File: config.mk
export PLATFORM = sky130hd
export DESIGN_NAME = raw_hazard_scheduler_flat
export DESIGN_NICKNAME = d
export VERILOG_FILES = /design/src/rtl/raw_hazard_scheduler_pkg.sv /design/src/rtl/raw_hazard_scheduler_if.sv /design/src/rtl/raw_hazard_scheduler_scoreboard_match.sv /design/src/rtl/raw_hazard_scheduler.sv /design/src/flat_wrapper.sv
export SDC_FILE = /design/constraint.sdc
export NUM_CORES = 1
export LEC_CHECK = 0
export CAP_MARGIN = 20
export CORE_MARGIN = 10
export CORE_UTILIZATION = 59
export CTS_CLUSTER_SIZE = 25
export DETAILED_ROUTE_END_ITERATION = 7
export DONT_BUFFER_PORTS = 1
export PLACE_DENSITY = 0.75
export SYNTH_ARGS = -nofsm -noshare
export SYNTH_HDL_FRONTEND = slang
export SYNTH_SLANG_ARGS = --single-unit
File: constraint.sdc
create_clock -name clk -period 2.18 [get_ports clk]
set_clock_uncertainty 0.05 [all_clocks]
set_input_delay 0.436 -clock clk [delete_from_list [all_inputs] [get_ports clk]]
set_output_delay 0.436 -clock clk [all_outputs]
set_load 0.02 [all_outputs]
File: src/rtl/raw_hazard_scheduler_pkg.sv
// Shared types and defaults for the decode-stage RAW hazard scheduler.
// The slot entry mirrors the destination info of one in-flight pipeline register.
package raw_hazard_scheduler_pkg;

    localparam int RHS_REG_BITS = 3;
    localparam int RHS_DEPTH    = 3;

    typedef struct packed {
        logic                    valid;
        logic                    wr;
        logic [RHS_REG_BITS-1:0] dest;
    } slot_t;

    typedef enum logic [1:0] {
        RUN    = 2'd0,
        DRAIN  = 2'd1,
        HALTED = 2'd2
    } state_e;

endpackage

File: src/rtl/raw_hazard_scheduler_if.sv
// Decode-stage <-> scheduler signal bundle: ID instruction info in, pipeline
// enables and status out. The decode side is the master.
interface raw_hazard_scheduler_if
    import raw_hazard_scheduler_pkg::*;
#(
    parameter int REG_BITS = RHS_REG_BITS
) ();

    logic                id_valid;
    logic [REG_BITS-1:0] id_rs;
    logic [REG_BITS-1:0] id_rt;
    logic                id_rs_used;
    logic                id_rt_used;
    logic                id_reg_write;
    logic [REG_BITS-1:0] id_rd;
    logic                id_halt;
    logic                id_illegal;
    logic                flush;

    logic                stall;
    logic                pc_write_en;
    logic                if_id_write_en;
    logic                id_ex_bubble;
    logic                halt_done;
    logic                err;

    modport master (
        output id_valid, id_rs, id_rt, id_rs_used, id_rt_used,
               id_reg_write, id_rd, id_halt, id_illegal, flush,
        input  stall, pc_write_en, if_id_write_en, id_ex_bubble,
               halt_done, err
    );

    modport slave (
        input  id_valid, id_rs, id_rt, id_rs_used, id_rt_used,
               id_reg_write, id_rd, id_halt, id_illegal, flush,
        output stall, pc_write_en, if_id_write_en, id_ex_bubble,
               halt_done, err
    );

endinterface

File: src/rtl/raw_hazard_scheduler_scoreboard_match.sv
// Flags a source register that is still pending write-back in any in-flight slot.
// A slot retiring this cycle still counts; the register file sees it next cycle.
module scoreboard_match
    import raw_hazard_scheduler_pkg::*;
#(
    parameter int DEPTH    = RHS_DEPTH,
    parameter int REG_BITS = RHS_REG_BITS
) (
    input  slot_t [DEPTH-1:0]   slots_i,
    input  logic [REG_BITS-1:0] src_i,
    input  logic                used_i,
    output logic                hit_o
);

    logic any_hit;

    always_comb begin
        any_hit = 1'b0;
        for (int k = 0; k < DEPTH; k++) begin
            if (slots_i[k].valid && slots_i[k].wr && (slots_i[k].dest == src_i)) begin
                any_hit = 1'b1;
            end
        end
        hit_o = any_hit & used_i;
    end

endmodule

File: src/rtl/raw_hazard_scheduler.sv
// Decode-stage issue scheduler: stalls on RAW hazards (no forwarding), kills on
// flush, and sequences HALT through a drain period before reporting completion.
module raw_hazard_scheduler
    import raw_hazard_scheduler_pkg::*;
#(
    parameter int DEPTH    = RHS_DEPTH,
    parameter int REG_BITS = RHS_REG_BITS
) (
    input  logic                   clk,
    input  logic                   rst,
    raw_hazard_scheduler_if.slave  dec_if
);

    localparam int               CNT_W    = (DEPTH > 1) ? $clog2(DEPTH) : 1;
    localparam logic [CNT_W-1:0] CNT_LAST = CNT_W'(DEPTH - 1);

    localparam logic [1:0] S_RUN    = RUN;
    localparam logic [1:0] S_DRAIN  = DRAIN;
    localparam logic [1:0] S_HALTED = HALTED;

    slot_t [DEPTH-1:0] slot_q, slot_d;
    logic [1:0]        state_q, state_d;
    logic [CNT_W-1:0]  cnt_q, cnt_d;
    logic              err_q, err_d;

    logic hit_rs, hit_rt;
    logic in_run, hazard, issue;

    scoreboard_match #(.DEPTH(DEPTH), .REG_BITS(REG_BITS)) u_match_rs (
        .slots_i (slot_q),
        .src_i   (dec_if.id_rs),
        .used_i  (dec_if.id_rs_used),
        .hit_o   (hit_rs)
    );

    scoreboard_match #(.DEPTH(DEPTH), .REG_BITS(REG_BITS)) u_match_rt (
        .slots_i (slot_q),
        .src_i   (dec_if.id_rt),
        .used_i  (dec_if.id_rt_used),
        .hit_o   (hit_rt)
    );

    always_comb begin
        in_run = (state_q == S_RUN);
        hazard = dec_if.id_valid & in_run & (hit_rs | hit_rt);
        issue  = dec_if.id_valid & ~hazard & ~dec_if.flush & in_run;

        // Slot 0 is the ID/EX register; a non-issue cycle loads a bubble.
        slot_d[0] = issue ? slot_t'{valid: 1'b1, wr: dec_if.id_reg_write, dest: dec_if.id_rd}
                          : slot_t'('0);
        for (int k = 1; k < DEPTH; k++) begin
            slot_d[k] = slot_q[k-1];
        end

        state_d = state_q;
        cnt_d   = cnt_q;
        case (state_q)
            S_RUN: begin
                cnt_d = '0;
                if (issue && dec_if.id_halt) begin
                    state_d = S_DRAIN;
                end
            end
            S_DRAIN: begin
                if (cnt_q == CNT_LAST) begin
                    state_d = S_HALTED;
                end else begin
                    cnt_d = cnt_q + 1'b1;
                end
            end
            S_HALTED: state_d = S_HALTED;
            default:  state_d = S_RUN;
        endcase

        err_d = issue & dec_if.id_illegal;
    end

    always_ff @(posedge clk) begin
        if (rst) begin
            slot_q  <= '0;
            state_q <= S_RUN;
            cnt_q   <= '0;
            err_q   <= 1'b0;
        end else begin
            slot_q  <= slot_d;
            state_q <= state_d;
            cnt_q   <= cnt_d;
            err_q   <= err_d;
        end
    end

    // Reset forces the pipeline to hold with bubbles regardless of state.
    assign dec_if.stall          = ~rst & hazard;
    assign dec_if.pc_write_en    = ~rst & in_run & (~hazard | dec_if.flush);
    assign dec_if.if_id_write_en = ~rst & in_run & (~hazard | dec_if.flush);
    assign dec_if.id_ex_bubble   = rst | ~issue;
    assign dec_if.halt_done      = ~rst & (state_q == S_HALTED);
    assign dec_if.err            = err_q;

endmodule

File: src/flat_wrapper.sv
// flat-port wrapper written by rule: the top's interface ports become plain ports
module raw_hazard_scheduler_flat import raw_hazard_scheduler_pkg::*;
#(
    parameter int DEPTH    = RHS_DEPTH,
    parameter int REG_BITS = RHS_REG_BITS
)
  (clk, rst, dec_if_id_valid, dec_if_id_rs, dec_if_id_rt, dec_if_id_rs_used, dec_if_id_rt_used, dec_if_id_reg_write, dec_if_id_rd, dec_if_id_halt, dec_if_id_illegal, dec_if_flush, dec_if_stall, dec_if_pc_write_en, dec_if_if_id_write_en, dec_if_id_ex_bubble, dec_if_halt_done, dec_if_err);
  raw_hazard_scheduler_if #(.REG_BITS(REG_BITS)) dec_if_i ();
  input  logic clk;
  input  logic rst;
  input wire logic [$bits(dec_if_i.id_valid)-1:0] dec_if_id_valid;
  input wire logic [$bits(dec_if_i.id_rs)-1:0] dec_if_id_rs;
  input wire logic [$bits(dec_if_i.id_rt)-1:0] dec_if_id_rt;
  input wire logic [$bits(dec_if_i.id_rs_used)-1:0] dec_if_id_rs_used;
  input wire logic [$bits(dec_if_i.id_rt_used)-1:0] dec_if_id_rt_used;
  input wire logic [$bits(dec_if_i.id_reg_write)-1:0] dec_if_id_reg_write;
  input wire logic [$bits(dec_if_i.id_rd)-1:0] dec_if_id_rd;
  input wire logic [$bits(dec_if_i.id_halt)-1:0] dec_if_id_halt;
  input wire logic [$bits(dec_if_i.id_illegal)-1:0] dec_if_id_illegal;
  input wire logic [$bits(dec_if_i.flush)-1:0] dec_if_flush;
  output wire logic [$bits(dec_if_i.stall)-1:0] dec_if_stall;
  output wire logic [$bits(dec_if_i.pc_write_en)-1:0] dec_if_pc_write_en;
  output wire logic [$bits(dec_if_i.if_id_write_en)-1:0] dec_if_if_id_write_en;
  output wire logic [$bits(dec_if_i.id_ex_bubble)-1:0] dec_if_id_ex_bubble;
  output wire logic [$bits(dec_if_i.halt_done)-1:0] dec_if_halt_done;
  output wire logic [$bits(dec_if_i.err)-1:0] dec_if_err;
  assign dec_if_i.id_valid = dec_if_id_valid;
  assign dec_if_i.id_rs = dec_if_id_rs;
  assign dec_if_i.id_rt = dec_if_id_rt;
  assign dec_if_i.id_rs_used = dec_if_id_rs_used;
  assign dec_if_i.id_rt_used = dec_if_id_rt_used;
  assign dec_if_i.id_reg_write = dec_if_id_reg_write;
  assign dec_if_i.id_rd = dec_if_id_rd;
  assign dec_if_i.id_halt = dec_if_id_halt;
  assign dec_if_i.id_illegal = dec_if_id_illegal;
  assign dec_if_i.flush = dec_if_flush;
  assign dec_if_stall = dec_if_i.stall;
  assign dec_if_pc_write_en = dec_if_i.pc_write_en;
  assign dec_if_if_id_write_en = dec_if_i.if_id_write_en;
  assign dec_if_id_ex_bubble = dec_if_i.id_ex_bubble;
  assign dec_if_halt_done = dec_if_i.halt_done;
  assign dec_if_err = dec_if_i.err;
  raw_hazard_scheduler #(.DEPTH(DEPTH), .REG_BITS(REG_BITS)) u_core (.clk(clk), .rst(rst), .dec_if(dec_if_i));
endmodule
Yosys cells after proc, flatten, opt, wreduce, memory -nomap -nowiden:

Cells that the tools add are included.

* word-level logic and storage cells: 71
* input bits: 18
* output and inout bits: 6
* register bits after elaboration: 20

* reductions and logical operators: 15
* equality and inequality tests: 12
* bitwise gates (word level): 19
* add/sub/neg operators: 1
* multiplexer cells: 12

Operator list (count)
* $eq 3x3->1: 6
* $and 1x1->1: 12
* $logic_and 1x1->1: 10
* $mux 1: 6
* $mux 2: 3
* $pmux 2 s3: 1
* $mux 5: 1
* $eq 2x2->1 const B: 2
* $ne 2x2->1 const B: 2
* $not 1->1: 4
* $pmux 2 s2: 1
* $reduce_and 2->1: 2
* $or 1x1->1: 3
* $add 2x1->2 const B: 1
* $eq 2x1->1 const B: 1
* $logic_not 2->1: 1
* $ne 2x1->1 const B: 1
* $reduce_bool 2->1: 1
* $reduce_or 2->1: 1

Longest topological paths before layout:

* depth after elaboration: 15
* depth in mapped cells: 7
* depth with buffers taken out: 7

Modules after synthesis:

A second synthesis with hierarchy kept.

* cells, all modules: 104
* area total of the unflattened synthesis: 997.2 µm²

By module, submodules not included
* raw_hazard_scheduler: area an instance 762.0 µm², instances 1, seq. area each 400.4 µm², cells each 72
* scoreboard_match: area an instance 117.6 µm², instances 2, seq. area each 0.0 µm², cells each 16

Least setup slack after synthesis:

Ideal clock, no wire load.

* kind: input -> output
* start: input port dec_if_id_rt[2]
* end: output port dec_if_pc_write_en
* arrival time: 1.707 ns
* data required time: 1.694 ns
* buffers on the path: 1
* stages on the path: 6
* slack: -0.013 ns
* path through: xor2_1 -> nor4_1 -> o31ai_2 -> nand2_1 -> a21oi_1 -> buf_4

* word-level cells in the longest chain between the ends: 11
* elaborated cells on any way between the ends: 15
* classes of those cells: eq/ne (3); mux (3); bitwise (6); reduce/logical (3)

Ends and longest elaborated chain
* start, declared: line flat_wrapper.sv:13 `input wire logic [$bits(dec_if_i.id_rt)-1:0] dec_if_id_rt;`
* $eq 3x3->1: line raw_hazard_scheduler_scoreboard_match.sv:20 `if (slots_i[k].valid && slots_i[k].wr && (slots_i[k].dest == src_i)) begin`
* $logic_and 1x1->1: line raw_hazard_scheduler_scoreboard_match.sv:20
* $mux 1 (2 in a row): line raw_hazard_scheduler_scoreboard_match.sv:20
* $mux 1 (*): line raw_hazard_scheduler_scoreboard_match.sv:20
* $and 1x1->1 (*): line raw_hazard_scheduler_scoreboard_match.sv:24 `hit_o = any_hit & used_i;`
* $or 1x1->1 (*): line raw_hazard_scheduler.sv:45 `hazard = dec_if.id_valid & in_run & (hit_rs | hit_rt);`
* $and 1x1->1 (*): line raw_hazard_scheduler.sv:45
* $not 1->1 (*)
* $or 1x1->1 (*)
* $and 1x1->1 (*)
* end, declared: line flat_wrapper.sv:22 `output wire logic [$bits(dec_if_i.pc_write_en)-1:0] dec_if_pc_write_en;`

Every way passes the cells marked *; elsewhere a longest branch is shown, timed or not.

Final worst setup path:

* start: register u_core.slot_q (netlist bit u_core.slot_d[5])
* end: output port dec_if_pc_write_en

* word-level cells in the longest chain between the ends: 11
* elaborated cells on any way between the ends: 17
* classes of those cells: eq/ne (2); mux (6); bitwise (7); reduce/logical (2)

Ends and longest elaborated chain
* start, declared: line raw_hazard_scheduler.sv:21 `slot_t [DEPTH-1:0] slot_q, slot_d;`
* start signal, assigned: line raw_hazard_scheduler.sv:85 `slot_q <= slot_d;`
* $eq 3x3->1: line raw_hazard_scheduler_scoreboard_match.sv:20
* $logic_and 1x1->1: line raw_hazard_scheduler_scoreboard_match.sv:20
* $mux 1 (3 in a row): line raw_hazard_scheduler_scoreboard_match.sv:20
* $and 1x1->1: line raw_hazard_scheduler_scoreboard_match.sv:24
* $or 1x1->1 (*): line raw_hazard_scheduler.sv:45
* $and 1x1->1 (*): line raw_hazard_scheduler.sv:45
* $not 1->1 (*)
* $or 1x1->1 (*)
* $and 1x1->1 (*)

Marks and branches as above.

==> summary.txt <==
Critical path
  – CP max FO: 4
  – Crit path largest cell delay: 0.40 ns
  – CP endpoint kind: primary output
  – Buf+Inv Stages, Crit Path: 1
  – Worst EP arrival: 1.83 ns
  – Critical Path RT: approximately 1.7 ns
  – Worst-path cell chain: xor2_2 -> nor4_2 -> o31ai_2 -> nand2_1 -> a21oi_2 -> buf_12
  – Delay-heaviest family, CP: compound AO/OA/AOI/OAI gates
  – Critical-path cell with the highest stage delay: dfxtp_2
  – CP Launch Type: flop
  – WS Path Type: flop to primary output

Power and ir drop
  – Gate power share: 10.5%
  – Clock power frac: 33.2%
  – Sw Ratio: 24.8%
  – Final total power: 0.676 mW
  – Worst vdd ir: 0.000354 V
  – Static Leak: 0.486 nW
  – Switch Pwr: 0.168 mW
  – P_int: just over 0.5 mW
  – Seq pwr share: 56.3%
  – PD cells: roughly 590 nW/um^2

Detailed routing
  – Vias: between 700 and 800
  – Vias per Instance: 5.52
  – Antenna-violating nets left: 0
  – Final routed DRC violation total: 0
  – Routed len/inst: 17.4 um
  – Initial drt markers: 10
  – DR pass1 iterations: 4
  – Final WL: 2.23 mm

STA
  – Final Hold Vio Count: 0
  – Final WS setup: -0.136 ns
  – FMAX: 0.432 GHz
  – Final setup fails: 4
  – Rel. slew slack: 72.4%
  – Time the worst path needs with I/O delays and setup: 2.32 ns
  – Final worst-path cycle share: 106%
  – Setup repair after global routing missed its margin: true
  – Tightest Pin Transition: 0.411 ns
  – Fin Hold WS: 0.120 ns
  – Slew Viols, Final: 0

Place
  – Port bufs: 0
  – GPL Wtd Cong: 0.808
  – Placed wire-length estimate: 1.50 mm
  – Cells after DPL: about 120

Floorplan
  – Site Rows: 14
  – Top Ports: 24
  – Starting density of the core: 62.9%
  – Die width: approximately 60 um
  – Die ar.: ~3600 um^2
  – CORE AREA: 1520 um^2
  – Die boundary height: 60.3 um

Synth
  – Synth Net Count: 128
  – Synth top area share: 41.8%
  – Syn Inst Count: 106
  – Synthesized flop and latch total: 20
  – Mean Syn Cell Area: 9.04 um^2
  – Synth unique cells: 21
  – Synth Area in XOR/XNOR: approximately 16%
  – Post-synthesis mux area share: about 1.0%
  – Adder-Cell Fraction of Synth Area: 5.22%
  – Synth top area cells: dfxtp_1 (42%), xor2_1 (16%), nor2b_1 (7.8%)
  – Yosys top cell by area: dfxtp_1
  – Simple-Gate Fraction of Synth Area: between 20% and 30%
  – Seq/Total Area, Yosys: 41.8%
  – Post-synthesis compound-gate area fraction: under 10%
  – Largest family of logic cells by synthesized area: simple AND/OR/NAND/NOR gates
  – Netlist area before placement: between 900 and 1000 um^2
  – Synth warn: 0

CTS
  – CTS H-Tree Depth: 1
  – # clock sinks: 20
  – Clock latency on the worst-skew pair: 0.31 ns
  – Root buf cell: clkbuf_4
  – Clk slew on worst S/H paths: 0.12 ns
  – TritonCTS clock tree: done
  – Worst-case clock buffer depth: 2
  – Number of CTS-inserted buffers: 3

Final layout
  – Layout cell share with drive strength beyond 1: around 27%
  – Multi-input gate area: 596 um^2
  – Register Area: 413 um^2
  – Fill cells: roughly 110
  – Non-Filler Instances: 128
  – Antenna diode count: 0
  – Syn-to-layout area delta: 19.5%
  – Final nets: 135

Global route
  – First-pass GRT wire length: 3.39 mm
  – Largest net degree at the start of global routing: 19
  – Initial antenna violation count: 0
  – Vias in the first global route: 760
  – Global route total overflow: 0
  – Gr usage total: approximately 12%

Run status
  – Failing checks: setup timing
  – Status: complete, but fails checks

Worst hold path
  – Hold Path Class: input pin to flop

Job
  – Max-cap violations: 0
final cells by class:
cell class	count	area share [%]
Sequential cell	20	36.1
Clock buffer	4	3.17
Tap cell	16	1.75
Multi-Input combinational cell	74	52.0
Timing Repair Buffer	4	3.72
Inverter	10	3.28
final timing paths:
kind | startpoint | endpoint | slack (ns) | cells past startpoint
max | u_core.slot_d[5]$_SDFF_PP0_ | dec_if_pc_write_en | -0.14 | 6
min | rst | u_core.slot_d[11]$_SDFF_PP0_ | 0.12 | 1
max reg2reg | u_core.slot_d[5]$_SDFF_PP0_ | u_core.dec_if.err$_SDFF_PP0_ | 0.40 | 6
min reg2reg | u_core.slot_d[9]$_SDFF_PP0_ | u_core.slot_d[14]$_SDFF_PP0_ | 0.42 | 1
registers in the layout, summed over array words and instances (netlist names):
signal / count
u_core.dec_if.err: 1
u_core.cnt_q: 2
u_core.slot_d: 10
u_core.state_q: 2
u_core.slot_q: 5
cells in the mapped netlist:
cell type / instances
a31oi_1: 2
buf_4: 1
ha_1: 4
mux2i_1: 1
nand2_1: 4
nor2_1: 11
o21ai_0: 1
a21oi_1: 5
and4b_1: 1
clkbuf_1: 1
dfxtp_1: 20
nand2b_1: 4
nor2b_1: 12
inv_1: 10
o31ai_1: 1
nand3_1: 1
xor2_1: 18
nor3_1: 1
nand4b_2: 1
nor4_1: 6
o31ai_2: 1
worst register-to-register path, stage by stage, from the launching register on:
cell and delay (ns):
dfxtp_2 0.40, xor2_2 0.16, nor4_2 0.07, o31ai_2 0.38, buf_4 0.18, nand4b_2 0.29, nor2_1 0.17
power groups by stage:
stage	clock network (mW)	registers [mW]	logic, mW
floorplan	0	0.388	0.0522
global placement	0	0.389	0.0614
detailed placement	0	0.389	0.0629
CTS	0.225	0.381	0.0659
global route	0.248	0.382	0.0783
finish	0.224	0.381	0.0710
layer usage:
layer	GRT usage [%]	wire length (um)	up-vias
met5	0	0	-
met4	8.65	67	0
met3	4.03	141	7
met2	18.8	1090	20
met1	14.1	925	331
li1	-	-	349
cell usage in the layout, fill, tap and decap left out, types with 2 or more instances in the layout:
cell type / Yosys / final
a21oi_1: 5 / 4
dfxtp_2: 0 / 4
ha_1: 4 / 4
nand2b_1: 4 / 4
nor2b_1: 12 / 12
xor2_1: 18 / 12
nor4_2: 0 / 5
inv_1: 10 / 10
dfxtp_1: 20 / 14
buf_4: 1 / 3
xor2_2: 0 / 6
o31ai_2: 1 / 2
nor2_1: 11 / 11
dfxtp_4: 0 / 2
nand2_1: 4 / 4
a31oi_1: 2 / 2
clkbuf_4: 0 / 3
what timing repair did:
item	4_1_cts	5_1_grt
endpoints found under the setup margin	4	4
hold buffers	0	0
gates resized for setup	7	14
pin swaps	4	10
setup buffers	1	2
cells by family (layout without fill, tap and decap cells):
family          Yosys count  after routing
simple gates             41             41
xor+xnor                 18             18
mux                       1              1
flops                    20             20
buf+inv                  12             18
compound gates           10             10
fa+ha+maj                 4              4
through the flow:
step / instance area, um^2 / setup slack, ns / setup TNS (ns) / utilization (%)
floorplan: 962 / 0.114 / 0 / -
global placement: 991 / 0.107 / 0 / 65.0
detailed placement: 991 / 0.121 / 0 / 65.0
CTS: 1060 / -0.134 / -0.482 / 69.7
global route: 1140 / -0.259 / -0.956 / 75.1
finish: 1140 / -0.136 / -0.501 / 75.1
Power figures use the tool's default switching activity.
